--- src/rtl/instr_fetch_unit_if.sv ---
// Fetch-unit bus: instruction-memory req/ack, datapath valid/ready,
// redirect input and misalignment flag.
interface instr_fetch_unit_if #(
    parameter int IMEM_AW = 5
);
    logic               imem_req;
    logic [IMEM_AW-1:0] imem_addr;
    logic               imem_ack;
    logic [31:0]        imem_data;
    logic               redirect_valid;
    logic [31:0]        redirect_pc;
    logic               inst_valid;
    logic [31:0]        inst_data;
    logic [31:0]        inst_pc;
    logic               inst_ready;
    logic               misalign_err;

    modport master (
        output imem_req, imem_addr,
        input  imem_ack, imem_data,
        input  redirect_valid, redirect_pc,
        output inst_valid, inst_data, inst_pc,
        input  inst_ready,
        output misalign_err
    );

    modport slave (
        input  imem_req, imem_addr,
        output imem_ack, imem_data,
        output redirect_valid, redirect_pc,
        input  inst_valid, inst_data, inst_pc,
        output inst_ready,
        input  misalign_err
    );
endinterface

--- src/rtl/instr_fetch_unit.sv ---
// Instruction fetch: owns the PC, fetches over a variable-latency
// req/ack memory port and hands instructions on via valid/ready.
module instr_fetch_unit #(
    parameter logic [31:0] RESET_PC = 32'h0000_0000,
    parameter int          IMEM_AW  = 5
) (
    input logic                clk,
    input logic                rst,
    instr_fetch_unit_if.master bus
);
    typedef enum logic [1:0] {FETCH, OUT, DISCARD} state_t;

    state_t             state;
    logic [31:0]        pc;
    logic [IMEM_AW-1:0] req_addr;
    logic [31:0]        inst_data_q;
    logic [31:0]        inst_pc_q;
    logic               misalign_q;

    logic        ack;
    logic        redir;
    logic [31:0] target;

    assign target = {bus.redirect_pc[31:2], 2'b00};
    assign redir  = bus.redirect_valid;

    // Gating with rst keeps the request low for every reset cycle,
    // not just after the first reset edge.
    assign bus.imem_req     = !rst && (state != OUT);
    assign ack              = bus.imem_ack && bus.imem_req;
    assign bus.imem_addr    = req_addr;
    assign bus.inst_valid   = !rst && (state == OUT);
    assign bus.inst_data    = inst_data_q;
    assign bus.inst_pc      = inst_pc_q;
    assign bus.misalign_err = misalign_q;

    always_ff @(posedge clk) begin
        if (rst) begin
            state       <= FETCH;
            pc          <= RESET_PC;
            req_addr    <= RESET_PC[IMEM_AW+1:2];
            inst_data_q <= 32'h0;
            inst_pc_q   <= 32'h0;
            misalign_q  <= 1'b0;
        end else begin
            misalign_q <= redir && (bus.redirect_pc[1:0] != 2'b00);
            unique case (state)
                FETCH: begin
                    if (ack && redir) begin
                        pc       <= target;
                        req_addr <= target[IMEM_AW+1:2];
                    end else if (ack) begin
                        inst_data_q <= bus.imem_data;
                        inst_pc_q   <= pc;
                        pc          <= pc + 32'd4;
                        state       <= OUT;
                    end else if (redir) begin
                        // request stays live at req_addr until acked
                        pc    <= target;
                        state <= DISCARD;
                    end
                end
                DISCARD: begin
                    if (ack) begin
                        state <= FETCH;
                        if (redir) begin
                            pc       <= target;
                            req_addr <= target[IMEM_AW+1:2];
                        end else begin
                            req_addr <= pc[IMEM_AW+1:2];
                        end
                    end else if (redir) begin
                        pc <= target;
                    end
                end
                OUT: begin
                    if (redir || bus.inst_ready) begin
                        state <= FETCH;
                        if (redir) begin
                            pc       <= target;
                            req_addr <= target[IMEM_AW+1:2];
                        end else begin
                            req_addr <= pc[IMEM_AW+1:2];
                        end
                    end
                end
                default: state <= FETCH;
            endcase
        end
    end
endmodule

--- src/flat_wrapper.sv ---
// flat-port wrapper written by rule: the top's interface ports become plain ports
module instr_fetch_unit_flat 
#(
    parameter logic [31:0] RESET_PC = 32'h0000_0000,
    parameter int          IMEM_AW  = 5
)
  (clk, rst, bus_imem_req, bus_imem_addr, bus_imem_ack, bus_imem_data, bus_redirect_valid, bus_redirect_pc, bus_inst_valid, bus_inst_data, bus_inst_pc, bus_inst_ready, bus_misalign_err);
  instr_fetch_unit_if #(.IMEM_AW(IMEM_AW)) bus_i ();
  input logic clk;
  input logic rst;
  output wire logic [$bits(bus_i.imem_req)-1:0] bus_imem_req;
  output wire logic [$bits(bus_i.imem_addr)-1:0] bus_imem_addr;
  input wire logic [$bits(bus_i.imem_ack)-1:0] bus_imem_ack;
  input wire logic [$bits(bus_i.imem_data)-1:0] bus_imem_data;
  input wire logic [$bits(bus_i.redirect_valid)-1:0] bus_redirect_valid;
  input wire logic [$bits(bus_i.redirect_pc)-1:0] bus_redirect_pc;
  output wire logic [$bits(bus_i.inst_valid)-1:0] bus_inst_valid;
  output wire logic [$bits(bus_i.inst_data)-1:0] bus_inst_data;
  output wire logic [$bits(bus_i.inst_pc)-1:0] bus_inst_pc;
  input wire logic [$bits(bus_i.inst_ready)-1:0] bus_inst_ready;
  output wire logic [$bits(bus_i.misalign_err)-1:0] bus_misalign_err;
  assign bus_imem_req = bus_i.imem_req;
  assign bus_imem_addr = bus_i.imem_addr;
  assign bus_i.imem_ack = bus_imem_ack;
  assign bus_i.imem_data = bus_imem_data;
  assign bus_i.redirect_valid = bus_redirect_valid;
  assign bus_i.redirect_pc = bus_redirect_pc;
  assign bus_inst_valid = bus_i.inst_valid;
  assign bus_inst_data = bus_i.inst_data;
  assign bus_inst_pc = bus_i.inst_pc;
  assign bus_i.inst_ready = bus_inst_ready;
  assign bus_misalign_err = bus_i.misalign_err;
  instr_fetch_unit #(.RESET_PC(RESET_PC), .IMEM_AW(IMEM_AW)) u_core (.clk(clk), .rst(rst), .bus(bus_i));
endmodule
--- config.mk ---
export PLATFORM = sky130hd
export DESIGN_NAME = instr_fetch_unit_flat
export DESIGN_NICKNAME = d
export VERILOG_FILES = /design/src/rtl/instr_fetch_unit_if.sv /design/src/rtl/instr_fetch_unit.sv /design/src/flat_wrapper.sv
export SDC_FILE = /design/constraint.sdc
export NUM_CORES = 1
export LEC_CHECK = 0
export ABC_AREA = 0
export BUFFER_PORTS_ARGS = -buffer_cell sky130_fd_sc_hd__buf_2
export CORE_ASPECT_RATIO = 0.7
export CORE_MARGIN = 2
export CORE_UTILIZATION = 40
export CTS_CLUSTER_SIZE = 25
export DETAILED_ROUTE_END_ITERATION = 7
export PLACE_DENSITY = 0.68
export SLEW_MARGIN = 10
export SYNTH_ARGS = -nofsm -noshare
export SYNTH_HDL_FRONTEND = slang
export SYNTH_SLANG_ARGS = --single-unit
--- constraint.sdc ---
create_clock -name clk -period 5.8 [get_ports clk]
set_input_delay 1.16 -clock clk [delete_from_list [all_inputs] [get_ports clk]]
set_output_delay 1.16 -clock clk [all_outputs]
set_load 0.01 [all_outputs]
==> results.tsv <==
stage	metric	value	unit
status	status	complete, no violations	
logic_synthesis	synth.distinct_cells	67	
floorplan	io_pins	141	
critical_path	startpoint_type	primary input	
finish	fin_cells	912	
clock_tree	cts_buffers	9	
floorplan	dieHeight	96.5	µm
finish	nets	826	
logic_synthesis	netlist_area	0.00489	mm²
floorplan	dieArea	0.0131	mm²
sta	fin_crit_sh	62.4	%
critical_path	cp_max_fo	42	
critical_path	critical_path_arrival	3.91	ns
place	io_buffer_count	140	
sta	setup_ws	2.18	ns
clock_tree	clk_pin_slew_worst_paths	0.07	ns
sta	worst_pin_slew	0.983	ns
clock_tree	clk_latency	0.34	ns
floorplan	core_area	0.0118	mm²
detailed_routing	drt_iter0_markers	405	
critical_path	crit_path_end_kind	register	
clock_tree	cts-root-buf	clkbuf_16	
finish	drive_gt1_share	23.4	%
floorplan	row_count	33	
place	dp_slack	1.96	ns
sta	worst_clock_skew	0.00887	ns
detailed_routing	via_per_inst	5.56	
floorplan	die_w	136	µm
sta	final-hold-violation-count	0	
logic_synthesis	synth_nets	715	
sta	maxSlewViolCount	0	
logic_synthesis	synth_top_flop_cell	dfxtp_1	
clock_tree	cts_setup_buffers	0	
logic_synthesis	async_flop_share	0	%
pwr	p_total	0.00155	W
detailed_routing	wl	14700	µm
sta	setup-tns-final	0	ns
logic_synthesis	ys_seq_area_share	42.6	%
logic_synthesis	yosys_warnings	0	
clock_tree	cts_tree	built	
sta	max_clock_freq	277	MHz
pwr	power_leakage	2.40	nW
grt	grt_pass1_vias	4411	
logic_synthesis	synth-seq-cells	104	
grt	grt_usage	21.6	%
place	place_inst	898	
detailed_routing	detail-route-antenna-nets	0	
logic_synthesis	synth_top_area_share	42.6	%
flow_run	cap_violations	0	
detailed_routing	vias	5075	
logic_synthesis	avgSynthCellArea	7.62	µm²
sta	rsz0062_at_grt	no	
critical_path	required	6.09	ns
logic_synthesis	yosysTopAreaCell	dfxtp_1	
clock_tree	cts_hold_buf	0	
logic_synthesis	yosys-top-cells-count	nand2_1, dfxtp_1, a21oi_1, nor2_1, clkbuf_1	
grt	overflow	0	
clock_tree	cts_resized	0	
place	hpwl	10300	µm
logic_synthesis	synth_enable_flop_cells	0	
pwr	irDropWorstVdd	0.154	mV
floorplan	initial_core_util	41.4	%
grt	grt_antenna_before_repair	0	
clock_tree	clockBufferDepth	2	
sta	fin_crit	3.62	ns
sta	holdWs	0.430	ns
finish	syn2layout_area_growth	20.9	%
critical_path	path_class	primary input to register	
logic_synthesis	yosys-top-cells-area	dfxtp_1, nand2_1, a21oi_1	
clock_tree	cts-htree-levels	3	
finish	diodes	0	
pwr	powerDensity	262	mW/mm²
logic_synthesis	synth_cells	641	
place	place_congestion	0.914	
sta	maxSlewHeadroom	34.0	%
sta	setup_viol	0	
detailed_routing	first_pass_iters	6	
detailed_routing	wire_per_inst	16.1	µm
grt	grt_max_degree	76	
logic_synthesis	yosysMostFrequentCell	nand2_1	
grt	grt_pass1_wl	22400	µm
worst_hold_path	worstHoldPathType	register to register	
critical_path	reg2reg_setup_slack	2.92	ns
detailed_routing	route.detailed.drc	0	
clock_tree	clock-sinks	104	
[per-layer routing]
layer  share of wire (%)  vias to the layer above  wire, µm  track usage, %
li1                    -                     2476         -               -
met1                  47                     2373      6860            31.1
met2                  45                      216      6590            32.5
met3                 8.1                       10      1200            5.27
met4                0.58                        0        86            5.47
met5                   0                        -         0               0
[sequential cells by signal, indices dropped and copies added (netlist names)]
register	flops
u_core.bus.imem_addr	5
u_core.bus.inst_data	32
u_core.bus.inst_pc	32
u_core.bus.misalign_err	1
u_core.pc	32
u_core.state	2
[worst max-delay path, cell delays in order]
cell      delay (ns)
buf_2           0.58
clkinv_1        0.68
nor2_1          0.91
o21ai_0         0.22
a211oi_1        0.23
a211o_1         0.12
[cells in the final DEF, fill, tap and decap left out, types with 8 or more instances in the layout]
master,count
a21oi_1,88
nand3_1,14
a22oi_1,9
a211oi_1,11
nand4_1,9
and4_1,8
nand2_1,154
nor3_1,16
inv_1,15
dfxtp_1,104
clkbuf_16,9
buf_2,139
nor2_1,46
o21ai_0,18
[cells by family after synthesis]
kind of cell,share of synthesized area (%)
xor+xnor,0.538
buf+inv,4.94
fa+ha+maj,1.28
flops,42.6
mux,1.25
simple gates,27.6
compound gates,21.8
[final cells by class]
cell class | instances | area, µm²
multi-input cells | 476 | 2570
clock buffers | 9 | 225
clock inverters | 5 | 32.5
inverters | 16 | 60.1
flip-flops and latches | 104 | 2080
repair buffers | 145 | 741
well taps | 157 | 196
fillers | 1201 | 5900
[stage by stage]
stage	cell area, µm²	utilization (%)
after floorplan	4890	-
after global placement	5650	47.8
after detailed placement	5650	47.8
after CTS	5900	50.0
after global routing	5910	50.0
final	5910	50.0
[power by group]
group	switching, W	total (W)	internal, W
Combinational	0.000125	0.000208	0.0000827
Sequential	0.0000361	0.000783	0.000747
Clock	0.000270	0.000557	0.000288
[path summary, 6_finish.rpt]
path / from / end / cells past startpoint
setup / recovery: bus_redirect_valid / u_core.pc[15]$_SDFFE_PP0P_ / 6
hold / removal: u_core.pc[0]$_SDFFE_PP0P_ / u_core.pc[0]$_SDFFE_PP0P_ / 2
setup reg to reg: u_core.state[0]$_SDFFE_PP0P_ / u_core.pc[31]$_SDFFE_PP0P_ / 7
hold reg to reg: u_core.pc[0]$_SDFFE_PP0P_ / u_core.pc[0]$_SDFFE_PP0P_ / 2
Power figures use the tool's default switching activity.
